**config.mk**
```make
export PLATFORM = sky130hd
export DESIGN_NAME = dna_reader_ctrl_flat
export DESIGN_NICKNAME = d
export VERILOG_FILES = /design/src/rtl/dna_pkg.sv /design/src/rtl/dna_reader_ctrl_if.sv /design/src/rtl/dna_shift_capture.sv /design/src/rtl/dna_reader_ctrl.sv /design/src/flat_wrapper.sv
export SDC_FILE = /design/constraint.sdc
export NUM_CORES = 1
export LEC_CHECK = 0
export CAP_MARGIN = 20
export CORE_ASPECT_RATIO = 1.75
export CORE_MARGIN = 3
export CORE_UTILIZATION = 54
export DETAILED_ROUTE_END_ITERATION = 10
export PLACE_DENSITY = 0.9
export SYNTH_ARGS = -nofsm -noshare
export SYNTH_HDL_FRONTEND = slang
export SYNTH_SLANG_ARGS = --single-unit
```
**constraint.sdc**
```tcl
create_clock -name CLK -period 2.17 [get_ports CLK]
set_clock_uncertainty 0.15 [all_clocks]
set_input_delay 0.217 -clock CLK [delete_from_list [all_inputs] [get_ports CLK]]
set_output_delay 0.217 -clock CLK [all_outputs]
set_load 0.01 [all_outputs]
```
**src/rtl/dna_pkg.sv**
```systemverilog
// Shared constants, state encoding and the masked ID compare for the device-DNA reader.
package dna_pkg;

  localparam int DNA_BITS = 96;
  localparam int CNT_W    = 7;

  typedef enum logic [1:0] {
    IDLE = 2'd0,
    RD   = 2'd1,
    SH   = 2'd2
  } dna_state_t;

  function automatic logic dna_match(input logic [DNA_BITS-1:0] value,
                                     input logic [DNA_BITS-1:0] ref_val,
                                     input logic [DNA_BITS-1:0] mask);
    return ((value ^ ref_val) & mask) == '0;
  endfunction

endpackage

```
**src/rtl/dna_reader_ctrl_if.sv**
```systemverilog
// Control/status and DNA_PORTE2-facing signals of the device-DNA reader.
interface dna_reader_ctrl_if;
  import dna_pkg::*;

  logic                START;
  logic                BUSY;
  logic                DONE;
  logic                DNA_VALID;
  logic [DNA_BITS-1:0] DNA_VALUE;
  logic                DNA_MATCH;
  logic                DNA_READ;
  logic                DNA_SHIFT;
  logic                DNA_DIN;
  logic                DNA_DOUT;

  modport master (
    output START, DNA_DOUT,
    input  BUSY, DONE, DNA_VALID, DNA_VALUE, DNA_MATCH, DNA_READ, DNA_SHIFT, DNA_DIN
  );

  modport slave (
    input  START, DNA_DOUT,
    output BUSY, DONE, DNA_VALID, DNA_VALUE, DNA_MATCH, DNA_READ, DNA_SHIFT, DNA_DIN
  );

endinterface

```
**src/rtl/dna_shift_capture.sv**
```systemverilog
// LSB-first deserializer with bit counter; cap already includes the bit currently on din.
module dna_shift_capture
  import dna_pkg::*;
(
  input  logic                clk_in,
  input  logic                rst,
  input  logic                clr,
  input  logic                shift_en,
  input  logic                din,
  output logic [DNA_BITS-1:0] cap,
  output logic                last
);

  // Only 95 bits are stored: the final bit is taken straight from din on the last shift.
  logic [DNA_BITS-2:0] sr;
  logic [CNT_W-1:0]    cnt;

  always_ff @(posedge clk_in) begin
    if (rst) begin
      sr  <= '0;
      cnt <= '0;
    end else if (clr) begin
      cnt <= '0;
    end else if (shift_en) begin
      sr  <= cap[DNA_BITS-1:1];
      cnt <= cnt + 1'b1;
    end
  end

  assign cap  = {din, sr};
  assign last = shift_en && (cnt == CNT_W'(DNA_BITS - 1));

endmodule

```
**src/rtl/dna_reader_ctrl.sv**
```systemverilog
// Sequencer for the DNA_PORTE2 primitive: one READ pulse, 96 SHIFT cycles, parallel result.
//
//  state | meaning
//  IDLE  | waiting for START or the post-reset auto read
//  RD    | DNA_READ high for one cycle, primitive loads its DNA
//  SH    | DNA_SHIFT high, one DOUT bit captured per cycle
module dna_reader_ctrl
  import dna_pkg::*;
#(
  parameter bit                  AUTO_START   = 1'b1,
  parameter logic [DNA_BITS-1:0] EXPECTED_DNA = '0,
  parameter logic [DNA_BITS-1:0] MATCH_MASK   = '0
) (
  input logic              CLK,
  input logic              RST,
  dna_reader_ctrl_if.slave bus
);

  dna_state_t          state;
  logic                pend;
  logic [DNA_BITS-1:0] cap;
  logic                last;

  dna_shift_capture u_cap (
    .clk_in   (CLK),
    .rst      (RST),
    .clr      (state == RD),
    .shift_en (state == SH),
    .din      (bus.DNA_DOUT),
    .cap      (cap),
    .last     (last)
  );

  // Recirculating leaves the primitive holding its original value after the read.
  assign bus.DNA_DIN = bus.DNA_DOUT;

  always_ff @(posedge CLK) begin
    if (RST) begin
      state         <= IDLE;
      pend          <= AUTO_START;
      bus.BUSY      <= 1'b0;
      bus.DONE      <= 1'b0;
      bus.DNA_VALID <= 1'b0;
      bus.DNA_VALUE <= '0;
      bus.DNA_MATCH <= 1'b0;
      bus.DNA_READ  <= 1'b0;
      bus.DNA_SHIFT <= 1'b0;
    end else begin
      bus.DONE <= 1'b0;
      case (state)
        RD: begin
          state         <= SH;
          bus.DNA_READ  <= 1'b0;
          bus.DNA_SHIFT <= 1'b1;
        end
        SH: begin
          if (last) begin
            state         <= IDLE;
            bus.DNA_SHIFT <= 1'b0;
            bus.BUSY      <= 1'b0;
            bus.DONE      <= 1'b1;
            bus.DNA_VALID <= 1'b1;
            bus.DNA_VALUE <= cap;
            bus.DNA_MATCH <= dna_match(cap, EXPECTED_DNA, MATCH_MASK);
          end
        end
        default: begin
          // Encoding 2'd3 is treated exactly like IDLE.
          state         <= IDLE;
          bus.DNA_READ  <= 1'b0;
          bus.DNA_SHIFT <= 1'b0;
          bus.BUSY      <= 1'b0;
          if (bus.START || pend) begin
            state         <= RD;
            pend          <= 1'b0;
            bus.DNA_READ  <= 1'b1;
            bus.BUSY      <= 1'b1;
            bus.DNA_VALID <= 1'b0;
            bus.DNA_MATCH <= 1'b0;
          end
        end
      endcase
    end
  end

endmodule

```
**src/flat_wrapper.sv**
```systemverilog
// flat-port wrapper written by rule: the top's interface ports become plain ports
module dna_reader_ctrl_flat import dna_pkg::*;
#(
  parameter bit                  AUTO_START   = 1'b1,
  parameter logic [DNA_BITS-1:0] EXPECTED_DNA = '0,
  parameter logic [DNA_BITS-1:0] MATCH_MASK   = '0
)
  (CLK, RST, bus_START, bus_DNA_DOUT, bus_BUSY, bus_DONE, bus_DNA_VALID, bus_DNA_VALUE, bus_DNA_MATCH, bus_DNA_READ, bus_DNA_SHIFT, bus_DNA_DIN);
  dna_reader_ctrl_if bus_i ();
  input logic CLK;
  input logic RST;
  input wire logic [$bits(bus_i.START)-1:0] bus_START;
  input wire logic [$bits(bus_i.DNA_DOUT)-1:0] bus_DNA_DOUT;
  output wire logic [$bits(bus_i.BUSY)-1:0] bus_BUSY;
  output wire logic [$bits(bus_i.DONE)-1:0] bus_DONE;
  output wire logic [$bits(bus_i.DNA_VALID)-1:0] bus_DNA_VALID;
  output wire logic [$bits(bus_i.DNA_VALUE)-1:0] bus_DNA_VALUE;
  output wire logic [$bits(bus_i.DNA_MATCH)-1:0] bus_DNA_MATCH;
  output wire logic [$bits(bus_i.DNA_READ)-1:0] bus_DNA_READ;
  output wire logic [$bits(bus_i.DNA_SHIFT)-1:0] bus_DNA_SHIFT;
  output wire logic [$bits(bus_i.DNA_DIN)-1:0] bus_DNA_DIN;
  assign bus_i.START = bus_START;
  assign bus_i.DNA_DOUT = bus_DNA_DOUT;
  assign bus_BUSY = bus_i.BUSY;
  assign bus_DONE = bus_i.DONE;
  assign bus_DNA_VALID = bus_i.DNA_VALID;
  assign bus_DNA_VALUE = bus_i.DNA_VALUE;
  assign bus_DNA_MATCH = bus_i.DNA_MATCH;
  assign bus_DNA_READ = bus_i.DNA_READ;
  assign bus_DNA_SHIFT = bus_i.DNA_SHIFT;
  assign bus_DNA_DIN = bus_i.DNA_DIN;
  dna_reader_ctrl #(.AUTO_START(AUTO_START), .EXPECTED_DNA(EXPECTED_DNA), .MATCH_MASK(MATCH_MASK)) u_core (.CLK(CLK), .RST(RST), .bus(bus_i));
endmodule
```
**Word level (Yosys, flattened, before mapping)**

Cells that the tools add are included.
Widths: inputs -> output; s select.

- $add $sub $neg: 1
- Equal/unequal tests: 4
- Muxes and demuxes: 12
- Bitwise gates (word level): 3
- Reductions and logical operators: 11

Operator list:

| kind | number |
|---|---|
| $pmux 1 s2 | 4 |
| $reduce_and 2->1 | 4 |
| $add 7x1->7 const B | 1 |
| $eq 7x7->1 const B | 1 |
| $mux 1 | 6 |
| $reduce_or 2->1 | 3 |
| $pmux 2 s2 | 1 |
| $not 1->1 | 3 |
| $reduce_and 3->1 | 1 |
| $eq 2x1->1 const B | 1 |
| $eq 2x2->1 const B | 1 |
| $mux 2 | 1 |
| $ne 2x1->1 const B | 1 |
| $reduce_bool 2->1 | 1 |
| $logic_and 1x1->1 | 1 |
| $logic_or 1x1->1 | 1 |

- Flip-flop bits (word level): 206
- Input bits: 4
- Output and inout port bits: 103
- Logic and storage cells: 41

**Longest topological paths before layout**

Gate-level depths: netlist (run 1).

- Depth in word-level cells: 4
- Depth in mapped cells: 9
- Gate-level depth less buffers: 5

**Modules after synthesis**

A second synthesis (run 1) with hierarchy kept.

- Cell total of the unflattened synthesis: 902
- Area, all modules: 7221.9 sq um

Modules (own cells, without submodules):

| module | times used | cells an instance | area an instance (sq um) | sequential area each (sq um) |
|---|---|---|---|---|
| dna_shift_capture | 1 | 450 | 3614.7 | 2042.0 |
| dna_reader_ctrl | 1 | 452 | 3607.2 | 2062.0 |

**Worst setup path after synthesis (run 1)**

OpenSTA, ideal clock, no wires.

- Path type: reg2reg
- Start point: register u_core.state[1]
- End point: register u_core.bus.DNA_VALUE[76]
- Setup time: 0.072 ns
- Data arrival time: 1.625 ns
- Required time: 1.948 ns
- Slack: 0.324 ns
- Stages on the path, launching flop included: 9
- Buffers on the path: 4
- Period minus slack after synthesis: 1.846 ns
- Cell sequence: dfxtp_1 > ha_1 > buf_2 > nand2_1 > nor4b_2 > buf_4 > buf_8 > buf_8 > mux2i_1

- Word-level cells in the longest chain between the ends: 3

Ends and longest elaborated chain:

| item | line | text |
|---|---|---|
| start, declared | dna_reader_ctrl.sv:19 | `dna_state_t state;` |
| start signal, assigned | dna_reader_ctrl.sv:39 | `state <= IDLE;` |
| start signal, assigned | dna_reader_ctrl.sv:52 | `state <= SH;` |
| start signal, assigned | dna_reader_ctrl.sv:58 | `state <= IDLE;` |
| $eq 2x2->1 (*) | dna_reader_ctrl.sv:28 | `.shift_en (state == SH),` |
| named net u_core.u_cap.shift_en | dna_shift_capture.sv:8 | `input logic shift_en,` |
| $logic_and 1x1->1 | dna_shift_capture.sv:31 | `assign last = shift_en && (cnt == CNT_W'(DNA_BITS - 1));` |
| $reduce_and 2->1 (no line) (*) | - |  |
| end signal, assigned | dna_reader_ctrl.sv:63 | `bus.DNA_VALUE <= cap;` |
| end, declared | dna_reader_ctrl_if.sv:23 | `output BUSY, DONE, DNA_VALID, DNA_VALUE, DNA_MATCH, DNA_READ, DNA_SHIFT, DNA_DIN` |

The timed path passes the listed nets; every way through them passes the cells marked *.
A chain may end at the register's enable or synchronous reset.

**Worst setup path in the final report (run 1)**

- Start point: register u_core.state[1]
- End point: register u_core.bus.DNA_VALUE[58]

The elaborated chain is that of the path after synthesis.

==> flow_metrics.py, run 1 <==
metrics = {
    "power_and_ir_drop": {
        "p_total_mw": 7.734,
        "peakVddDrop_mv": 0.5027,
        "comb_power_share_pct": 8.8,
        "p_leak_nw": 3.106,
        "power_frac_seq_pct": 49.5,
        "pwr-share-clk_pct": 41.7,
        "swShare_pct": 22.60,
        "powerDensity_mw_per_mm2": 811.8,
        "p_int_mw": 5.986,
        "p_switching_mw": 1.748,
    },
    "critical_path": {
        "critPathRequiredTime_ns": 2.42,
        "cp-start-kind": "flip-flop",
        "crit_type": "flip-flop to flip-flop",
        "critPathMaxFanout": 63,
        "r2r_slack_ns": 0.14,
        "worstPathArrival_ns": 2.27,
        "worstSetupEndpointType": "flip-flop",
    },
    "grt": {
        "grt_pass1_vias": 5508,
        "track_usage_pct": 19.49,
        "antenna_found_initial": 0,
        "grt_overflow": 0,
        "grtUsageMet2_pct": 35.77,
        "grt.busiest_layer": "met2",
        "use_met1_pct": 22.85,
        "grt_use_met3_pct": 2.566,
        "grt_pass1_wl_mm": 25.36,
        "grt_max_degree": 64,
    },
    "clock_tree": {
        "cts.sinks": 205,
        "path_clk_slew_ns": 0.07,
        "clock_latency_ns": 0.47,
        "cts_tree": "yes",
        "clock_path_buffers": 3,
        "post_cts.repair.setup_buffers": 0,
        "root_buffer": "clkbuf_16",
        "htreeDepth": 1,
        "cts_made_buffers": 18,
    },
    "synthesis": {
        "synth_area_per_cell_sq_um": 9.749,
        "yosysSeqAreaShare_pct": 53.15,
        "yosys_register_bits": 205,
        "syn-cell-area_sq_mm": 0.007721,
        "synthDistinctLibCells": 29,
        "yosysWarnings": 0,
        "mappedNetlistNets": 799,
        "syn-instance-count": 792,
    },
    "sta": {
        "maxSlewViolCount": 0,
        "worstMarginPinSlew_ns": 0.7269,
        "rsz0062_at_grt": "false",
        "max_freq_ghz": 0.4930,
        "finalWorstSetupSlack_ns": 0.1417,
        "tns_ns": 0,
        "setup-violations-final": 0,
        "finalHoldViolations": 0,
        "finalCritPeriodShare_pct": 93.47,
        "slew_headroom_pct": 51.54,
        "min_period_ns": 2.028,
        "hold_ws_ns": 0.2461,
    },
    "final_layout": {
        "area_delta_synth_final_pct": 23.38,
        "finalInstanceArea_sq_mm": 0.009527,
        "drive_gt1_share_pct": 5.299,
        "n_antenna_cell": 0,
        "layout.nets": 882,
    },
    "placed_design": {
        "placed_area_sq_mm": 0.008901,
        "place_ws_ns": 0.1344,
        "dpl.hpwl_mm": 9.396,
        "gp_congestion": 0.7588,
        "io_buffers": 106,
    },
    "detailed_routing": {
        "wl_mm": 14.92,
        "ant_nets": 0,
        "drt_pass1_iterations": 5,
        "wl_per_cell_um": 14.02,
        "vias": 5417,
        "drtIter0Drc": 182,
        "drc_errors": 0,
        "avgViaCountPerCell": 5.091,
    },
    "floorplan": {
        "die_h_um": 164.2,
        "rows": 57,
        "die-area_sq_mm": 0.01583,
        "die_x_um": 96.39,
        "boundaryPins": 107,
        "design.core.area_sq_mm": 0.01398,
        "start_util_pct": 55.24,
    },
    "run_status": {
        "status": "complete, no violations",
    },
    "min_path": {
        "hold_class": "input port to flip-flop",
    },
    "job": {
        "cap_violations": 0,
    },
}
## final cells by class
cell class | count | area [sq um]
Clock buffer | 29 | 563.0
Clock inverter | 3 | 42.54
Fill cell | 1080 | 4452
Inverter | 5 | 23.77
Multi-Input combinational cell | 524 | 3318
Sequential cell | 205 | 4104
Tap cell | 177 | 221.5
Timing Repair Buffer | 121 | 1254
## Yosys cell counts
master    count  area share [%]
or3_1         2            0.16
ha_1          3            0.49
inv_2         1           0.049
inv_1         4            0.19
o31ai_1       1           0.097
buf_2        14            0.91
nand2_1     200             9.7
or4_1         1           0.097
mux2i_1     194              25
nor4b_2       1            0.19
buf_8         3            0.58
a31oi_1       1           0.081
xnor2_1       1            0.11
a21oi_1       3            0.19
nand3b_1      2            0.19
nor2_1      102             5.0
or2_2         1           0.081
nand3_1       1           0.065
clkbuf_1     26             1.3
and2_1        1           0.081
o211ai_1      1           0.097
o21ai_0       2            0.13
buf_4        10            0.97
o21a_1        1           0.097
dfxtp_1     205              53
a32o_1        1            0.13
xor2_1        3            0.34
nand4_1       2            0.16
buf_1         5            0.24
## cells in the final DEF (no fill, tap or decap), types with 2 or more instances in the layout
cell type	instances
nand3b_1	2
xor2_1	3
clkdlybuf4s50_1	105
mux2i_1	194
buf_12	5
a21oi_1	3
nand4_1	2
clkbuf_8	5
inv_1	4
nand2_1	200
or3_1	2
ha_1	2
clkbuf_16	20
clkbuf_1	5
o21ai_0	2
nor2_1	102
dfxtp_1	205
buf_4	9
## routing by layer
| metal | routed length, um | part of all wire [%] |
|---|---|---|
| met4 | 306 | 2.1 |
| met2 | 8010 | 54 |
| met5 | 0 | 0 |
| met3 | 503 | 3.4 |
| met1 | 6101 | 41 |
## power by group through the flow
| stage | Combinational (mW) | Sequential (mW) | Clock [mW] |
|---|---|---|---|
| floorplan | 0.522 | 3.92 | 0 |
| global placement | 0.668 | 3.91 | 0 |
| detailed placement | 0.672 | 3.92 | 0 |
| CTS | 0.680 | 3.83 | 3.29 |
| global route | 0.730 | 3.83 | 3.42 |
| finish | 0.677 | 3.83 | 3.23 |
## path summary, 6_finish.rpt
path,startpoint,to,cells after the start
max,u_core.state[1],u_core.bus.DNA_VALUE[58],5
min,bus_DNA_DOUT,u_core.bus.DNA_VALUE[95],3
max reg2reg,u_core.state[1],u_core.bus.DNA_VALUE[58],5
min reg2reg,u_core.bus.DNA_VALUE[75],u_core.bus.DNA_VALUE[75],2
## flip-flops by register name, indices dropped and copies added, names as in the netlist
| register | count |
|---|---|
| u_core.bus.DNA_VALUE | 96 |
| u_core.u_cap.sr | 95 |
| u_core.u_cap.cnt | 7 |
| u_core.state | 2 |
| u_core.bus.BUSY | 1 |
| u_core.bus.DNA_MATCH | 1 |
| u_core.bus.DNA_READ | 1 |
| u_core.bus.DONE | 1 |
| u_core.pend | 1 |
## timing repair
item | in CTS | in global routing
hold endpoints to repair | 16 | 0
resized for setup | 0 | 2
hold buffers | 1 | 0
endpoints found under the setup margin | 0 | 22
## critical path: stages (launching register included)
cell	delay, ns
dfxtp_1	0.42
ha_4	0.19
nand2_1	0.12
nor4b_4	0.34
clkbuf_16	0.42
mux2i_1	0.25
## through the flow
stage	std cells	utilization (%)
2_1_floorplan	792	-
3_3_place_gp	1031	63.68
3_5_place_dp	1031	63.68
4_1_cts	1064	68.08
5_1_grt	1064	68.15
6_report	1064	68.15
## logic make-up after synthesis
group                    Yosys count  synth area share, %
buffers and inverters             63                4.213
AO/OA/AOI/OAI                     10               0.8266
adder cells (fa/ha/maj)            3               0.4862
XOR/XNOR                           4               0.4538
AND/OR/NAND/NOR                  313                15.72
flip-flops                       205                53.15
multiplexers                     194                25.15
Power figures use the tool's default switching activity.
==> run 2: changes to the inputs <==
CORE_UTILIZATION = 41   (was 54)
CTS_BUF_LIST = sky130_fd_sc_hd__clkbuf_4 sky130_fd_sc_hd__clkbuf_8   (was default)
PLACE_DENSITY = 0.74   (was 0.9)
==> run 2 against run 1 <==
Net effect:
- wire length fell by 0.51%
- final area increased by 1.0%
- setup slack better by 0.031 ns
- clock power fell by 3%
- count of clock-buffer cells in the layout grew 15
- total power fell by 1.0%
- largest cell class unchanged
==> flow_metrics.py, run 2 (synthesized netlist as in run 1, its figures left out) <==
metrics = {
    "floorplan": {
        "rows": 65,
        "boundaryPins": 107,
        "start_util_pct": 42.19,
        "die_h_um": 187.5,
        "die_x_um": 109.7,
        "die-area_sq_mm": 0.02058,
        "design.core.area_sq_mm": 0.01830,
    },
    "final_layout": {
        "largest_reg_flops": 96,
        "reg_top3": "u_core.bus.DNA_VALUE x96, u_core.u_cap.sr x95, u_core.u_cap.cnt x7",
        "drive_gt1_share_pct": 7.633,
        "area_delta_synth_final_pct": 24.65,
        "largest-register": "u_core.bus.DNA_VALUE",
        "mostFrequentLayoutCells": "205 x dfxtp_1, 200 x nand2_1, 194 x mux2i_1",
        "layout.nets": 892,
        "layout_commonest_cell": "dfxtp_1",
        "fillers": 1667,
    },
    "placed_design": {
        "io_buffers": 106,
        "gp_congestion": 0.7120,
        "dpl.hpwl_mm": 9.658,
        "place_ws_ns": 0.1665,
    },
    "clock_tree": {
        "post_cts.repair.setup_buffers": 0,
        "htreeDepth": 1,
        "clock_path_buffers": 3,
        "cts_made_buffers": 29,
        "root_buffer": "clkbuf_8",
        "cts.sinks": 205,
        "clock_latency_ns": 0.52,
        "path_clk_slew_ns": 0.07,
        "cts_tree": "yes",
    },
    "grt": {
        "grt_overflow": 0,
        "grt_max_degree": 58,
        "grt.busiest_layer": "met2",
        "grtUsageMet2_pct": 26.26,
        "antenna_found_initial": 1,
        "grt_pass1_wl_mm": 25.31,
        "use_met1_pct": 17.40,
        "grt_use_met3_pct": 2.342,
        "grt_pass1_vias": 5240,
        "track_usage_pct": 14.78,
    },
    "run_status": {
        "status": "complete, no violations",
    },
    "detailed_routing": {
        "wl_mm": 14.85,
        "wl_per_cell_um": 13.03,
        "drt_pass1_iterations": 4,
        "avgViaCountPerCell": 4.711,
        "drc_errors": 0,
        "ant_nets": 0,
        "vias": 5366,
        "drtIter0Drc": 220,
    },
    "sta": {
        "finalCritPeriodShare_pct": 92.03,
        "tns_ns": 0,
        "max_freq_ghz": 0.5007,
        "hold_ws_ns": 0.1714,
        "finalHoldViolations": 0,
        "slew_headroom_pct": 56.07,
        "worstMarginPinSlew_ns": 0.6589,
        "rsz0062_at_grt": "false",
        "setup-violations-final": 0,
        "finalWorstSetupSlack_ns": 0.1729,
        "maxSlewViolCount": 0,
        "min_period_ns": 1.997,
    },
    "critical_path": {
        "worstPathArrival_ns": 2.30,
        "cp-start-kind": "flip-flop",
        "worstSetupEndpointType": "flip-flop",
        "critPathRequiredTime_ns": 2.47,
        "reg2reg_depth": 5,
        "critPathMaxFanout": 40,
        "crit_type": "flip-flop to flip-flop",
    },
    "power_and_ir_drop": {
        "peakVddDrop_mv": 0.4447,
        "powerDensity_mw_per_mm2": 795.5,
        "p_leak_nw": 3.145,
        "p_total_mw": 7.656,
    },
    "job": {
        "cap_violations": 0,
    },
    "min_path": {
        "min_delay_path_depth": 3,
        "hold_class": "input port to flip-flop",
    },
}
-- run 2: worst paths after layout --
kind	startpoint	endpoint	slack, ns
worst min-delay path	bus_DNA_DOUT	u_core.bus.DNA_VALUE[95]	0.17
worst max-delay path	u_core.u_cap.cnt[0]	u_core.bus.DNA_VALUE[16]	0.17
worst max register to register	u_core.u_cap.cnt[0]	u_core.bus.DNA_VALUE[16]	0.17
worst min register to register	u_core.bus.DNA_VALUE[52]	u_core.bus.DNA_VALUE[52]	0.31
-- run 2: what timing repair did --
action | in CTS | in global routing
hold buffers | 1 | 0
endpoints found under the hold margin | 13 | 0
setup endpoints to repair | 0 | 2
resized for setup | 0 | 1
-- run 2: per-stage QoR --
step / cells / util (%) / instance area, sq um
2_1_floorplan: 792 / - / 7721
3_3_place_gp: 1087 / 49.13 / 8990
3_5_place_dp: 1087 / 49.13 / 8990
4_1_cts: 1138 / 52.55 / 9617
5_1_grt: 1139 / 52.59 / 9624
6_report: 1139 / 52.59 / 9624
-- run 2: cell type report --
| class | instances | area, sq um | share of cell area (%) |
|---|---|---|---|
| antenna | 1 | 2.502 | 0.02600 |
| timing repair buffer | 120 | 1266 | 13.16 |
| multi-input combinational | 524 | 3318 | 34.48 |
| clock inverter | 6 | 55.05 | 0.5720 |
| tap | 234 | 292.8 | 3.042 |
| inverter | 5 | 23.77 | 0.2470 |
| clock buffer | 44 | 561.8 | 5.837 |
| sequential | 205 | 4104 | 42.64 |
-- run 2: routing by layer --
metal | part of all wire, % | routed length (um)
met5 | 0 | 0
met4 | 2.8 | 418
met3 | 3.5 | 516
met2 | 52 | 7766
met1 | 41 | 6145
-- run 2: where the power goes --
group          internal, mW  switching, mW  leakage [nW]
Combinational         0.291          0.392          1.16
Clock                  1.76           1.38         0.332
Sequential             3.80         0.0313          1.65
Total                  5.85           1.80          3.14
-- run 2: critical path: stages (launching register included) --
cell and delay (ns):
dfxtp_1 0.37, ha_1 0.22, nand3_2 0.15, nor4b_4 0.45, buf_12 0.33, mux2i_1 0.23
==> run 3: changes to the inputs <==
SKIP_LAST_GASP = 1   (was default)
==> results of run 3 <==
The final DEF is identical to that of run 2; final timing and power are the same.
